## src/rtl/res_word_streamer_pkg.sv

```systemverilog
// Shared widths and state encoding for the residual word streamer.
// The optional skip-zero mode is selected with the RES_STREAM_SKIP_ZERO_EN macro.
package res_word_streamer_pkg;

  localparam int ROM_DATA_WIDTH     = 16;
  localparam int REG_RES_SIZE       = 8;
  localparam int REG_RES_ADDR_WIDTH = 3;

  typedef enum logic {
    RES_STREAM_IDLE = 1'b0,
    RES_STREAM_BUSY = 1'b1
  } res_stream_state_e;

endpackage : res_word_streamer_pkg

```

## src/rtl/res_next_nz.sv

```systemverilog
// Combinational priority finder over a nonzero-word mask: next set bit above cur_i,
// the lowest set bit overall, and the matching "nothing found" flags.
module res_next_nz #(
  parameter int NUM_WORDS  = 8,
  parameter int ADDR_WIDTH = 3
) (
  input  logic [NUM_WORDS-1:0]  mask_i,
  input  logic [ADDR_WIDTH-1:0] cur_i,
  output logic [ADDR_WIDTH-1:0] next_idx_o,
  output logic                  none_left_o,
  output logic [ADDR_WIDTH-1:0] first_idx_o,
  output logic                  all_zero_o
);

  // NOTE: every output gets a default before the loop so no path leaves one unassigned (no latch).
  always_comb begin
    next_idx_o  = '0;
    none_left_o = 1'b1;
    first_idx_o = '0;
    all_zero_o  = 1'b1;
    // Scan downwards so the lowest qualifying index is the last one written.
    for (int i = NUM_WORDS - 1; i >= 0; i--) begin
      if (mask_i[i]) begin
        first_idx_o = ADDR_WIDTH'(i);
        all_zero_o  = 1'b0;
        if (i > int'(cur_i)) begin
          next_idx_o  = ADDR_WIDTH'(i);
          none_left_o = 1'b0;
        end
      end
    end
  end

endmodule : res_next_nz

```

## src/rtl/res_word_streamer.sv

```systemverilog
// Captures a flat residual vector on load and streams it out one word per beat.
// Define RES_STREAM_SKIP_ZERO_EN to emit only the nonzero words.
module res_word_streamer
  import res_word_streamer_pkg::*;
#(
  parameter int DATA_WIDTH = ROM_DATA_WIDTH,
  parameter int NUM_WORDS  = REG_RES_SIZE,
  parameter int ADDR_WIDTH = REG_RES_ADDR_WIDTH
) (
  input  logic                            clk,
  input  logic                            rst,
  input  logic                            load,
  input  logic [DATA_WIDTH*NUM_WORDS-1:0] D,
  input  logic                            out_ready,
  output logic                            out_valid,
  output logic [DATA_WIDTH-1:0]           out_data,
  output logic [ADDR_WIDTH-1:0]           out_addr,
  output logic                            out_last,
  output logic                            busy,
  output logic                            done
);

  localparam int VEC_W = DATA_WIDTH * NUM_WORDS;

  res_stream_state_e       state_q, state_d;
  logic [VEC_W-1:0]        snap_q, snap_d;
  logic                    valid_q, valid_d;
  logic [DATA_WIDTH-1:0]   data_q, data_d;
  logic [ADDR_WIDTH-1:0]   addr_q, addr_d;
  logic                    last_q, last_d;
  logic                    done_q, done_d;

  logic [NUM_WORDS-1:0]    nz_mask;
  logic [ADDR_WIDTH-1:0]   next_idx, first_idx;
  logic                    none_left, all_zero;

  function automatic logic [DATA_WIDTH-1:0] word_at(input logic [VEC_W-1:0] v,
                                                     input logic [ADDR_WIDTH-1:0] idx);
    return v[int'(idx)*DATA_WIDTH +: DATA_WIDTH];
  endfunction

  function automatic logic any_above(input logic [NUM_WORDS-1:0] m,
                                     input logic [ADDR_WIDTH-1:0] pos);
    logic hit;
    hit = 1'b0;
    for (int i = 0; i < NUM_WORDS; i++) begin
      if (i > int'(pos) && m[i]) hit = 1'b1;
    end
    return hit;
  endfunction

`ifdef RES_STREAM_SKIP_ZERO_EN
  // In IDLE the incoming vector decides the first beat; afterwards only the snapshot matters.
  logic [VEC_W-1:0] mask_src;
  assign mask_src = (state_q == RES_STREAM_IDLE) ? D : snap_q;

  always_comb begin
    nz_mask = '0;
    for (int i = 0; i < NUM_WORDS; i++) begin
      nz_mask[i] = |mask_src[i*DATA_WIDTH +: DATA_WIDTH];
    end
  end
`else
  // Every word counts as present, so the finder degenerates to a plain 0..N-1 walk.
  assign nz_mask = '1;
`endif

  res_next_nz #(
    .NUM_WORDS  (NUM_WORDS),
    .ADDR_WIDTH (ADDR_WIDTH)
  ) u_next_nz (
    .mask_i      (nz_mask),
    .cur_i       (addr_q),
    .next_idx_o  (next_idx),
    .none_left_o (none_left),
    .first_idx_o (first_idx),
    .all_zero_o  (all_zero)
  );

  always_comb begin
    state_d = state_q;
    snap_d  = snap_q;
    valid_d = valid_q;
    data_d  = data_q;
    addr_d  = addr_q;
    last_d  = last_q;
    done_d  = 1'b0;

    unique case (state_q)
      RES_STREAM_IDLE: begin
        if (load) begin
          snap_d = D;
          if (all_zero) begin
            done_d = 1'b1;
          end else begin
            state_d = RES_STREAM_BUSY;
            valid_d = 1'b1;
            addr_d  = first_idx;
            data_d  = word_at(D, first_idx);
            last_d  = !any_above(nz_mask, first_idx);
          end
        end
      end
      RES_STREAM_BUSY: begin
        if (valid_q && out_ready) begin
          if (none_left) begin
            state_d = RES_STREAM_IDLE;
            valid_d = 1'b0;
            data_d  = '0;
            addr_d  = '0;
            last_d  = 1'b0;
            done_d  = 1'b1;
          end else begin
            addr_d = next_idx;
            data_d = word_at(snap_q, next_idx);
            last_d = !any_above(nz_mask, next_idx);
          end
        end
      end
      default: state_d = RES_STREAM_IDLE;
    endcase
  end

  // NOTE: state registers use non-blocking assignments so every flop samples pre-edge values.
  always_ff @(posedge clk or posedge rst) begin
    if (rst) begin
      state_q <= RES_STREAM_IDLE;
      // NOTE: the snapshot is reset too, so a stale vector can never leak after reset.
      snap_q  <= '0;
      valid_q <= 1'b0;
      data_q  <= '0;
      addr_q  <= '0;
      last_q  <= 1'b0;
      done_q  <= 1'b0;
    end else begin
      state_q <= state_d;
      snap_q  <= snap_d;
      valid_q <= valid_d;
      data_q  <= data_d;
      addr_q  <= addr_d;
      last_q  <= last_d;
      done_q  <= done_d;
    end
  end

  assign out_valid = valid_q;
  assign out_data  = data_q;
  assign out_addr  = addr_q;
  assign out_last  = last_q;
  assign busy      = (state_q == RES_STREAM_BUSY);
  assign done      = done_q;

endmodule : res_word_streamer

```

## config.mk

```make
export PLATFORM = sky130hd
export DESIGN_NAME = res_word_streamer
export DESIGN_NICKNAME = d
export VERILOG_FILES = /design/src/rtl/res_word_streamer_pkg.sv /design/src/rtl/res_next_nz.sv /design/src/rtl/res_word_streamer.sv
export SDC_FILE = /design/constraint.sdc
export NUM_CORES = 1
export LEC_CHECK = 0
export BUFFER_PORTS_ARGS = -buffer_cell sky130_fd_sc_hd__buf_4
export CAP_MARGIN = 20
export CORE_AREA = 4 4 125 127
export DETAILED_ROUTE_END_ITERATION = 7
export DIE_AREA = 0 0 129 131
export GPL_TIMING_DRIVEN = 0
export PLACE_DENSITY = 0.75
export SYNTH_ARGS = -nofsm -noshare
export SYNTH_HDL_FRONTEND = slang
export SYNTH_SLANG_ARGS = --single-unit
```

## constraint.sdc

```tcl
create_clock -name clk -period 4.21 [get_ports clk]
set_clock_uncertainty 0.05 [all_clocks]
set_input_delay 0.421 -clock clk [delete_from_list [all_inputs] [get_ports clk]]
set_output_delay 0.421 -clock clk [all_outputs]
set_load 0.01 [all_outputs]
```

[Word level (Yosys, flattened, before mapping)]
Index checks and enable logic that the tools add are counted.
Word-level totals
  register bits after elaboration: 151
  bits of input ports: 132
  output and inout port bits: 23
  logic and storage cells: 80
Cells by class
  order comparisons: 14
  equal/unequal tests: 3
  shift-type cells: 1
  muxes and demuxes: 48
  bitwise gates (word level): 1
  reductions and logical operators: 6
Operators by type and width (count)
  $shiftx A128 B8 Y16: 1
  $mux W16: 3
  $pmux W16 S2: 1
  $mux W3: 10
  $mux W1: 29
  $gt A3 B3 Y1 const A: 8
  $gt A2 B3 Y1 const A: 4
  $pmux W1 S2: 4
  $gt A1 B3 Y1 const A: 2
  $pmux W3 S2: 1
  $ne A2 B1 Y1 const B: 2
  $reduce_and A2 Y1: 2
  $reduce_and A3 Y1: 1
  $logic_not A1 Y1: 2
  $ne A2 B2 Y1 const B: 1
  $logic_and A1 B1 Y1: 1
  $not A1 Y1: 1

[Depth between registers and ports, before layout]
Gate-level depths: netlist of the first run.
  word-level depth: 23
  gate-level depth with buffers: 11

[Hierarchy]
A second synthesis of the first run with hierarchy kept.
Unflattened totals
  cells, all modules: 835
  area, all modules: 8039.0 um2
Modules (own cells, without submodules)
  res_word_streamer: instances 1, cells an instance 793, area an instance 7806.2 um2
  res_next_nz: instances 1, cells an instance 42, area an instance 232.7 um2

[Worst setup path before layout of the first run]
Ideal clock, no wire load.
  path type: register -> register
  start point: register addr_q[0] (netlist: out_addr[0])
  end point: register data_q[4] (netlist: out_data[4])
  arrival time: 2170 ps
  required time: 4033 ps
  path slack: 1863 ps
  stages on the path, launching flop included: 11
  cell sequence: dfrtp_1 buf_4 inv_1 ha_1 maj3_2 a31oi_1 nand2_1 buf_2 a211oi_1 a211o_1 o21ai_1
On the way
  longest elaborated chain between the ends: 12
RTL lines
  start: declaration: RTL line res_word_streamer.sv:29  | logic [ADDR_WIDTH-1:0] addr_q, addr_d;
  start signal: assignment: RTL line res_word_streamer.sv:140  | addr_q <= addr_d;
  $gt A3 B3 Y1: RTL line res_next_nz.sv:26  | if (i > int'(cur_i)) begin
  $mux W3 (7 in a row): RTL line res_next_nz.sv:26
  $shiftx A128 B8 Y16: RTL line res_word_streamer.sv:39  | return v[int'(idx)*DATA_WIDTH +: DATA_WIDTH];
  $mux W16 (*): RTL line res_word_streamer.sv:106  | if (none_left) begin
  $mux W16 (*): RTL line res_word_streamer.sv:105  | if (valid_q && out_ready) begin
  $pmux W16 S2 (*): RTL line res_word_streamer.sv:89  | unique case (state_q)
  end signal: assignment: RTL line res_word_streamer.sv:139  | data_q <= data_d;
  end: declaration: RTL line res_word_streamer.sv:28  | logic [DATA_WIDTH-1:0] data_q, data_d;
Mark *: on every way between the ends. The rest lies on a longest branch, timed or not. The select of a mux whose other input is x is not followed.
A chain may end at the register's enable or synchronous reset.

[Worst setup path after layout of the first run]
  start point: register addr_q[0] (netlist: out_addr[0])
  end point: register data_q[6] (netlist: out_data[6])
The elaborated chain is that of the path after synthesis.

==> results of run 1 <==
==> critical path, cell delays in order (launching register included) <==
cell and delay, ns:
dfrtp_1 0.40, buf_4 0.20, inv_1 0.09, ha_1 0.27
maj3_2 0.34, a31oi_1 0.29, nand2_1 0.27, buf_2 0.29
a211oi_1 0.32, a211o_1 0.15, o21ai_1 0.07
==> registers in the layout, indices dropped and copies added, names as in the netlist <==
| name | flops |
|---|---|
| out_last | 1 |
| done | 1 |
| busy | 1 |
| out_valid | 1 |
| snap_q | 128 |
| out_addr | 3 |
| out_data | 16 |
==> power by group <==
part | internal [uW] | leakage (uW) | switching, uW | total (uW)
Clock | 931 | 0.000286 | 581 | 1510
Combinational | 1400 | 0.00208 | 1520 | 2920
Sequential | 2080 | 0.00186 | 381 | 2460
Total | 4420 | 0.00423 | 2480 | 6900
==> worst max path at each step <==
stage,start,end,cells past startpoint
finish,out_addr[0]$_DFFE_PP0P_,out_data[6]$_DFFE_PP0P_,10
global route,out_addr[0]$_DFFE_PP0P_,out_data[1]$_DFFE_PP0P_,10
CTS,out_addr[0]$_DFFE_PP0P_,out_data[6]$_DFFE_PP0P_,10
detailed placement,out_addr[0]$_DFFE_PP0P_,out_data[6]$_DFFE_PP0P_,10
global placement,rst,snap_q[113]$_DFFE_PP0P_,2
floorplan,rst,busy$_DFF_PP0_,1
==> per-layer routing <==
layer  vias up  track usage
met4         0        0.106
li1       2372            -
met1      2655        0.301
met2       244        0.391
met3        45       0.0671
met5         -            0
==> synth_stat cells (2+ instances only) <==
master      n
dfrtp_1   151
mux2_2    128
nand2_1    35
a211oi_1   31
and3_1     31
clkbuf_1   21
a22oi_1    16
mux2i_1    15
o21ai_1    15
a211o_1    14
buf_2      11
a31o_2      9
o21ai_0     7
nor2_1      6
a31o_1      5
inv_1       5
nand3_1     5
buf_4       4
buf_6       4
ha_1        4
a21oi_1     3
nor2b_1     3
a21oi_2     2
nor3_2      2
o21a_1      2
o31ai_1     2
==> metrics by stage <==
stage / worst slack [ns] / area (sq um) / power [uW] / util
6_report: 1.36 / 9010 / 6900 / 0.625
3_3_place_gp: 0.999 / 8360 / 5230 / 0.580
2_1_floorplan: 1.84 / 6980 / 4370 / -
3_5_place_dp: 1.42 / 8420 / 5330 / 0.584
4_1_cts: 1.41 / 9010 / 6880 / 0.625
5_1_grt: 1.30 / 9010 / 7280 / 0.625
==> cell families (layout without fill, tap and decap cells) <==
logic type | after synthesis | count (layout)
buffers and inverters | 45 | 234
DFF | 151 | 151
muxes | 143 | 143
and+or+nand+nor | 88 | 88
adders and majority gates | 6 | 6
AOI/OAI and AO/OA | 113 | 113
==> final cells by class <==
| type | count | area share |
|---|---|---|
| sequential | 151 | 0.419 |
| buffer | 40 | 0.0232 |
| timing repair buffer | 157 | 0.135 |
| multi-input combinational | 350 | 0.329 |
| tap | 184 | 0.0256 |
| clock inverter | 8 | 0.0106 |
| clock buffer | 24 | 0.0546 |
| inverter | 5 | 0.00250 |
==> key figures, run 1 <==
Synthesis
  – Area leader, netlist: dfrtp_1
  – Largest family of logic cells by synthesized area: multiplexers
  – Yosys reg bits: 151
  – Ys Warns: 0
  – Distinct cells, synth: 41
  – Synth Area per Inst: 12.8 sq um
  – Post-Synth Simple-Gate Area: 0.0668
  – Register area share after synthesis: 0.542
  – Synth area leaders: dfrtp_1 54%, mux2_2 21%, a211oi_1 3.3%
  – Xor/xnor cell area share of the yosys netlist: 0
  – Post-Synth Adder-Cell Area: 0.0102
  – Share of the synthesized area in the top cell type: 0.542
  – Post-synth top flop: dfrtp_1
  – Post-synth EDFFs: 0
  – Post-synth net total: 682
  – Cells after Synth: 546
  – Asr flop ratio synth: 1.00
  – Post-Syn Area: 6970 sq um
  – Mux share of post-synthesis cell area: 0.228
  – Compound-Gate Fraction of Synth Area: 0.120

Placement
  – GPL Wtd Cong: 0.890
  – Dpl hpwl: 14700 um
  – Placed cells: 887
  – Number of buffers added on ports: 154

Critical path
  – R2R setup slack: 1.36 ns
  – Crit Path Category: register to register
  – Reg2reg end: out_data[6]$_DFFE_PP0P_
  – Max FO, Critical Path: 10
  – Worst path arrival time: 3.11 ns
  – Crit start category: register
  – R2r worst-path depth: 10
  – Crit end category: register
  – Worst reg2reg startpoint: out_addr[0]$_DFFE_PP0P_
  – Critical Path RT: 4.47 ns

Global route
  – GRT Total Usage: 0.240
  – Initial antenna violation count: 0
  – Vias in the first global route: 5701
  – Global-route wire length before repair: 30200 um
  – Pin count of the biggest net entering global routing: 47
  – Overflow after GRT: 0

Routing
  – Wire per inst: 21.5 um
  – Via count: 5316
  – Remaining DRCs: 0
  – Met3 wire length: 1500 um
  – DRT Pass-1 Iters: 7
  – Top routing layer in use: met4
  – DRT antenna net count: 0
  – M1 WL: 8120 um
  – Drt via density: 5.78
  – Wire length on met2: 9450 um
  – Total Wirelength: 19800 um
  – Iter 0 DRT Violations: 469

Outcome
  – Status: completed

Finish
  – Most frequent cells in the layout: 158 x buf_4, 151 x dfrtp_1, 128 x mux2_2
  – Layout cells sized above 1: 0.480
  – Filler cells: 1127
  – N_diodes: 0
  – Commonest non-fill, non-tap cell in the layout: buf_4
  – Nets: 858
  – Area delta synth->final: 29.2%
  – Fin cells: 919
  – Multi-input gate area: 2970 sq um
  – Storage cell area: 3780 sq um

Die
  – Die footprint: 16900 sq um
  – Height of the die: 131 um
  – Core Area: 14400 sq um
  – I/O pin cnt: 155
  – Die Wd: 129 um
  – Initial core utilization: 0.483
  – Std-Cell Rows: 44

Clock tree
  – H-Tree Depth: 4
  – Clk buf depth: 2
  – Number of buffers created by CTS: 17
  – Root buf cell: clkbuf_16
  – CTS sink cnt: 151
  – Post-CTS setup buffer count: 0
  – Clock slew at reported path FFs: 0.06 ns
  – TritonCTS clock tree: yes
  – Hold-fix buffers at CTS: 0
  – Post-CTS Resized: 0
  – Clk_lat worst skew: 0.42 ns

Job
  – Max Cap Viol: 0

STA
  – Worst Max-Slew Pin Slew: 0.796 ns
  – Setup TNS: 0 ns
  – RSZ-0062 raised after global routing: false
  – Final Max Tran Viols: 0
  – Fin. Hold Viols: 0
  – Part of the cycle the worst path needs: 0.676
  – Relative slew margins: 0.470
  – Final Setup Violations: 0
  – F_max: 351 MHz
  – Tmin final: 2.85 ns
  – Hold Worst Slack: 0.0513 ns

Power and ir drop
  – Max VDD drop: 0.387 mV
  – Static leakage: 0.00423 uW
  – PD cells: 766 nW/um^2

Worst hold path
  – Hold WC Path Type: input pin to asynchronous set/reset pin
No activity file was read; power rests on OpenSTA's default activity.
==> run 2, diff against run 1 <==
--- a/config.mk
+++ b/config.mk
@@ -7,11 +7,11 @@
 export LEC_CHECK = 0
 export BUFFER_PORTS_ARGS = -buffer_cell sky130_fd_sc_hd__buf_4
 export CAP_MARGIN = 20
-export CORE_AREA = 4 4 125 127
+export CORE_AREA = 4 4 119 121
 export DETAILED_ROUTE_END_ITERATION = 7
-export DIE_AREA = 0 0 129 131
+export DIE_AREA = 0 0 123 125
 export GPL_TIMING_DRIVEN = 0
-export PLACE_DENSITY = 0.75
+export PLACE_DENSITY = 0.79
 export SYNTH_ARGS = -nofsm -noshare
 export SYNTH_HDL_FRONTEND = slang
 export SYNTH_SLANG_ARGS = --single-unit
==> constraint.sdc (replaced) <==
create_clock -name clk -period 2.8 [get_ports clk]
set_clock_uncertainty 0.05 [all_clocks]
set_input_delay 0.28 -clock clk [delete_from_list [all_inputs] [get_ports clk]]
set_output_delay 0.28 -clock clk [all_outputs]
set_load 0.01 [all_outputs]
==> key figures, run 2 (same netlist as run 1, synthesis figures left out) <==
Outcome
  – Status: completed

Clock tree
  – Number of buffers created by CTS: 17 (unchanged)
  – H-Tree Depth: 4 (unchanged)
  – TritonCTS clock tree: yes
  – Root buf cell: clkbuf_16
  – Clk buf depth: 2 (unchanged)
  – CTS sink cnt: 151 (unchanged)
  – Post-CTS setup buffer count: 0 (unchanged)
  – Clock slew at reported path FFs: 0.06 ns (about the same)
  – Clk_lat worst skew: 0.43 ns (about the same)

Die
  – Height of the die: 125 um (-4.6%)
  – Die Wd: 123 um (-4.7%)
  – Std-Cell Rows: 42 (-4.5%)
  – I/O pin cnt: 155 (unchanged)
  – Die footprint: 15400 sq um (-9.0%)
  – Core Area: 13100 sq um (-9.3%)
  – Initial core utilization: 0.533 (+0.0495)

Worst hold path
  – Hold WC Path Type: input pin to register

STA
  – F_max: 362 MHz (+3.0%)
  – Relative slew margins: 0.475 (+0.00531)
  – Final Setup Violations: 0 (unchanged)
  – Part of the cycle the worst path needs: 0.988 (+0.311)
  – Final Max Tran Viols: 0 (unchanged)
  – Worst Max-Slew Pin Slew: 0.788 ns (-0.00797 ns)
  – Fin. Hold Viols: 0 (unchanged)
  – Tmin final: 2.77 ns (-0.0829 ns)

Critical path
  – Max FO, Critical Path: 10 (unchanged)
  – Kind of cell adding the most delay to the critical path: compound AO/OA/AOI/OAI gates
  – Reg2reg end: out_data[6]$_DFFE_PP0P_
  – Critical Path RT: 3.06 ns (-1.41 ns)
  – Crit end category: register
  – Slowest CP cell: dfrtp_1
  – Worst Setup SP: out_addr[0]$_DFFE_PP0P_
  – Crit-path cells: buf_4 -> inv_1 -> ha_1 -> maj3_2 -> a31oi_2 -> nand2_2 -> buf_2 -> a211oi_1 -> a211o_1 -> o21ai_1
  – Worst path max stage delay: 0.40 ns (about the same)
  – Buf/Inv on CP: 3 (unchanged)
  – WP depth: 10 (unchanged)
  – Crit Path Category: register to register
  – Worst path arrival time: 3.02 ns (-0.09 ns)
  – Crit start category: register
  – Worst reg2reg startpoint: out_addr[0]$_DFFE_PP0P_
  – R2r worst-path depth: 10 (unchanged)
  – R2R setup slack: 0.03 ns (-1.33 ns)
  – CP endpoint: out_data[6]$_DFFE_PP0P_

Global route
  – GRT Total Usage: 0.262 (+0.0221)
  – Pin count of the biggest net entering global routing: 43 (-8.5%)
  – Overflow after GRT: 0 (unchanged)
  – Vias in the first global route: 5673 (-0.49%)
  – Initial antenna violation count: 0 (unchanged)
  – Global-route wire length before repair: 30100 um (about the same)

Finish
  – Reg with most FFs: snap_q
  – Area delta synth->final: 29.5%
  – N_diodes: 0 (unchanged)
  – Commonest non-fill, non-tap cell in the layout: buf_4
  – Fin cells: 909 (-1.1%)
  – Utilization after layout: 0.690 (+0.0655)
  – Nets: 860 (+0.23%)
  – Most frequent cells in the layout: 158 x buf_4, 151 x dfrtp_1, 128 x mux2_2
  – Layout cells sized above 1: 0.487 (+0.00677)
  – Number of flip-flops in the largest register: 128 (unchanged)

Routing
  – Wire per inst: 21.5 um (-0.11%)
  – Via count: 5337 (+0.40%)
  – Iter 0 DRT Violations: 508 (+8.3%)
  – DRT antenna net count: 0 (unchanged)
  – Remaining DRCs: 0 (unchanged)
  – Drt via density: 5.87 (+1.5%)
  – Total Wirelength: 19500 um (-1.2%)
  – DRT Pass-1 Iters: 5 (-2)

Placement
  – Dpl hpwl: 14600 um (-0.59%)
  – Placed cells: 880 (-0.79%)
  – Number of buffers added on ports: 154 (unchanged)
  – GPL Wtd Cong: 0.888 (-0.15%)

Power and ir drop
  – PD cells: 1150 nW/um^2 (+50%)
  – Static leakage: 0.00423 uW (+0.17%)
  – Max VDD drop: 0.630 mV (+63%)

Job
  – Max Cap Viol: 0 (unchanged)
## run 2: cell type report
| class | instances | area (sq um) |
|---|---|---|
| timing repair buffer | 159 | 1250 |
| tap | 176 | 220 |
| inverter | 5 | 22.5 |
| clock buffer | 18 | 429 |
| multi-input combinational | 350 | 2990 |
| sequential | 151 | 3780 |
| buffer | 40 | 210 |
| clock inverter | 10 | 134 |
| fill | 923 | 4060 |
## run 2: per-stage QoR
step                cell area (sq um)  total power (uW)  worst slack, ns  hold WS [ns]   TNS [ns]
finish                           9030             10400           0.0349        0.0265          0
global route                     9030             10900        -0.000630        0.0228  -0.000630
CTS                              9000             10300          0.00981        0.0226          0
detailed placement               8430              8020           0.0243         0.284          0
global placement                 8350              7840           -0.287         0.431     -42.05
floorplan                        6980              6570            0.453         0.355          0
## run 2: worst min path at each step
stage	start	to	slack [ns]	cells after the start
global placement	snap_q[85]$_DFFE_PP0P_	snap_q[85]$_DFFE_PP0P_	0.43	1
CTS	D[29]	snap_q[29]$_DFFE_PP0P_	0.02	2
global route	D[29]	snap_q[29]$_DFFE_PP0P_	0.02	2
floorplan	load	busy$_DFF_PP0_	0.35	2
detailed placement	rst	snap_q[76]$_DFFE_PP0P_	0.28	2
finish	D[38]	snap_q[38]$_DFFE_PP0P_	0.03	2
## run 2: where the power goes
| part | total (uW) | switching (uW) | leakage, uW | internal (uW) |
|---|---|---|---|---|
| Sequential | 3690 | 560 | 0.00186 | 3130 |
| Clock | 2240 | 869 | 0.000273 | 1370 |
| Combinational | 4450 | 2310 | 0.00210 | 2130 |
## run 2: worst reg2reg max path, delay by kind of cell (launching register included)
| family | cells | cell delay [ns] |
|---|---|---|
| adder cells (fa/ha/maj) | 2 | 0.62 |
| AND/OR/NAND/NOR | 1 | 0.20 |
| AO/OA/AOI/OAI | 4 | 0.85 |
| buffers and inverters | 3 | 0.54 |
| flip-flops | 1 | 0.40 |
## run 2: timing repair
item	CTS	global route
hold buffers	1	0
endpoints found under the setup margin	0	11
gates resized for setup	0	7
hold endpoints to repair	18	0
## run 2: per-layer routing
metal  GRT usage  part of all wire  up-vias
met2       0.419              0.49      250
li1            -                 -     2378
met1       0.334              0.40     2658
met5           0                 0        -
met4       0.115             0.034        0
met3      0.0714             0.079       51
==> run 3, diff against run 2 <==
--- a/config.mk
+++ b/config.mk
@@ -5,13 +5,12 @@
 export SDC_FILE = /design/constraint.sdc
 export NUM_CORES = 1
 export LEC_CHECK = 0
-export BUFFER_PORTS_ARGS = -buffer_cell sky130_fd_sc_hd__buf_4
 export CAP_MARGIN = 20
-export CORE_AREA = 4 4 119 121
+export CORE_AREA = 4 4 124 126
 export DETAILED_ROUTE_END_ITERATION = 7
-export DIE_AREA = 0 0 123 125
+export DIE_AREA = 0 0 128 130
+export DONT_BUFFER_PORTS = 1
 export GPL_TIMING_DRIVEN = 0
-export PLACE_DENSITY = 0.79
 export SYNTH_ARGS = -nofsm -noshare
 export SYNTH_HDL_FRONTEND = slang
 export SYNTH_SLANG_ARGS = --single-unit
==> key figures, run 3 (same netlist as run 1, synthesis figures left out) <==
Routing
  – Total Wirelength: 20600 um (+5.6%)
  – Iter 0 DRT Violations: 307 (-40%)
  – DRT antenna net count: 0 (unchanged)
  – Top routing layer in use: met4
  – Via count: 5195 (-2.7%)
  – DRT Pass-1 Iters: 5 (unchanged)
  – Wire length on met2: 10100 um (+5.9%)
  – M1 WL: 8520 um (+9.2%)
  – Wire per inst: 23.0 um (+7.1%)
  – Drt via density: 5.80 (-1.2%)
  – Remaining DRCs: 0 (unchanged)
  – Met3 wire length: 1340 um (-13%)

Clock tree
  – Root buf cell: clkbuf_16
  – H-Tree Depth: 4 (unchanged)
  – Clock slew at reported path FFs: 0.06 ns (about the same)
  – Clk_lat worst skew: 0.44 ns (about the same)
  – CTS sink cnt: 151 (unchanged)
  – Number of buffers created by CTS: 17 (unchanged)
  – Clk buf depth: 2 (unchanged)
  – TritonCTS clock tree: yes

Worst hold path
  – Hold WC Path Type: input pin to register
  – Hold_sp: out_ready
  – Min-Delay Endpoint: done$_DFF_PP0_
  – Hold depth: 3 (+1)

Finish
  – Commonest non-fill, non-tap cell in the layout: dfrtp_1
  – Reg with most FFs: snap_q
  – Fin cells: 896 (-1.4%)
  – Area delta synth->final: 32.3%
  – Multi-input gate area: 3000 sq um (+0.25%)
  – Filler cells: 1125 (+22%)
  – Nets: 835 (-2.9%)
  – Storage cell area: 3780 sq um (about the same)
  – N_diodes: 0 (unchanged)
  – Layout cells sized above 1: 0.292 (-0.195)
  – Most frequent cells in the layout: 150 x dfrtp_1, 130 x dlygate4sd3_1, 128 x mux2_2
  – Number of flip-flops in the largest register: 128 (unchanged)

Global route
  – GRT Total Usage: 0.253 (-0.00907)
  – Pin count of the biggest net entering global routing: 45 (+4.7%)
  – Global-route wire length before repair: 31300 um (+3.8%)
  – Overflow after GRT: 0 (unchanged)
  – Initial antenna violation count: 0 (unchanged)
  – Vias in the first global route: 5542 (-2.3%)

Critical path
  – Worst path arrival time: 2.96 ns (-0.06 ns)
  – Crit-path cells: buf_4 -> inv_1 -> ha_2 -> maj3_2 -> a31oi_2 -> nand2_4 -> buf_2 -> a211oi_1 -> a211o_1 -> o21ai_1
  – Worst reg2reg startpoint: out_addr[0]$_DFFE_PP0P_
  – Reg2reg end: out_data[3]$_DFFE_PP0P_
  – Critical Path RT: 3.06 ns (about the same)
  – Crit end category: register
  – Crit start category: register
  – Slowest CP cell: dfrtp_2
  – R2R setup slack: 0.09 ns (+0.06 ns)
  – R2r worst-path depth: 10 (unchanged)
  – Crit Path Category: register to register
  – Max FO, Critical Path: 10 (unchanged)
  – Worst path max stage delay: 0.43 ns (+0.03 ns)

Power and ir drop
  – Static leakage: 0.00405 uW (-4.2%)
  – Max VDD drop: 0.600 mV (-4.7%)
  – PD cells: 1130 nW/um^2 (-1.7%)

Placement
  – Placed cells: 733 (-17%)
  – Number of buffers added on ports: 0 (-100%)
  – Dpl hpwl: 14500 um (-0.53%)
  – GPL Wtd Cong: 0.879 (-1.0%)
  – Pre-CTS WS: -0.115 ns (-0.139 ns)

STA
  – F_max: 370 MHz (+2.2%)
  – Final Max Tran Viols: 0 (unchanged)
  – Fin. Hold Viols: 0 (unchanged)
  – Worst Max-Slew Pin Slew: 0.864 ns (+0.0766 ns)
  – Tmin final: 2.71 ns (-0.0592 ns)
  – Part of the cycle the worst path needs: 0.966 (-0.0211)
  – Final worst slack: 0.0940 ns (+0.0592 ns)
  – Final Setup Violations: 0 (unchanged)
  – Relative slew margins: 0.424 (-0.0511)

Die
  – Die Wd: 128 um (+4.1%)
  – Initial core utilization: 0.487 (-0.0457)
  – Die footprint: 16600 sq um (+8.2%)
  – Std-Cell Rows: 44 (+4.8%)
  – Core Area: 14300 sq um (+9.4%)
  – I/O pin cnt: 155 (unchanged)
  – Height of the die: 130 um (+4.0%)

Outcome
  – Status: completed

Job
  – Max Cap Viol: 0 (unchanged)
run 3: cell types whose count changed in the layout (fill, tap and decap cells not counted), moves of 2 or more:
cell           previous run  this run
buf_4                   158         5
clkbuf_8                  0         3
dlygate4sd3_1             1       130
inv_6                     0         2
run 3: timing repair:
action | CTS | global route
gates cloned | 0 | 0
pin swaps | 1 | 2
hold endpoints to repair | 177 | 0
buffers inserted | 0 | 1
hold buffers | 130 | 0
gates resized for setup | 3 | 6
endpoints found under the setup margin | 11 | 14
run 3: stage by stage:
stage               utilization  hold slack, ns  instance area, sq um  power (uW)  setup TNS (ns)
finish                    0.644           0.152                  9220       10400               0
detailed placement        0.508           0.254                  7270        7760          -0.284
global placement          0.503           0.364                  7210        7610          -28.08
CTS                       0.642           0.127                  9190       10400         -0.0352
floorplan                     -           0.355                  6980        6570               0
global route              0.644           0.186                  9220       11000          -0.174
run 3: per-layer routing:
metal  GRT usage  vias up
met3      0.0643       46
met4       0.114        0
li1            -     2332
met2       0.409      187
met5           0        -
met1       0.323     2630
run 3: worst max-delay path by stage:
stage | startpoint | endpoint | slack [ns] | cells past startpoint
CTS | out_addr[0]$_DFFE_PP0P_ | out_data[7]$_DFFE_PP0P_ | -0.02 | 9
global route | out_addr[0]$_DFFE_PP0P_ | out_data[10]$_DFFE_PP0P_ | -0.04 | 9
global placement | rst | snap_q[98]$_DFFE_PP0P_ | -0.19 | 1
floorplan | out_addr[0]$_DFFE_PP0P_ | out_data[4]$_DFFE_PP0P_ | 0.45 | 10
detailed placement | out_addr[0]$_DFFE_PP0P_ | out_data[6]$_DFFE_PP0P_ | -0.11 | 10
finish | out_addr[0]$_DFFE_PP0P_ | out_data[3]$_DFFE_PP0P_ | 0.09 | 10
run 3: cell type report:
| class | instances | area share |
|---|---|---|
| clock buffers | 21 | 0.0510 |
| plain buffers | 40 | 0.0229 |
| repair buffers | 134 | 0.148 |
| clock inverters | 11 | 0.0156 |
| flip-flops and latches | 151 | 0.410 |
| multi-input cells | 350 | 0.325 |
| well taps | 184 | 0.0250 |
| inverters | 5 | 0.00244 |
run 3: power by group:
group          total (uW)  switching (uW)  internal, uW
sequential           3780             645          3130
clock                2410             933          1470
combinational        4240            2250          1990
run 3: critical path, delay by kind of cell, from the launching register on:
kind | cells | cell delay (ns)
flip-flops | 1 | 0.43
buffers and inverters | 3 | 0.52
AND/OR/NAND/NOR | 1 | 0.15
adder cells (fa/ha/maj) | 2 | 0.58
AO/OA/AOI/OAI | 4 | 0.85
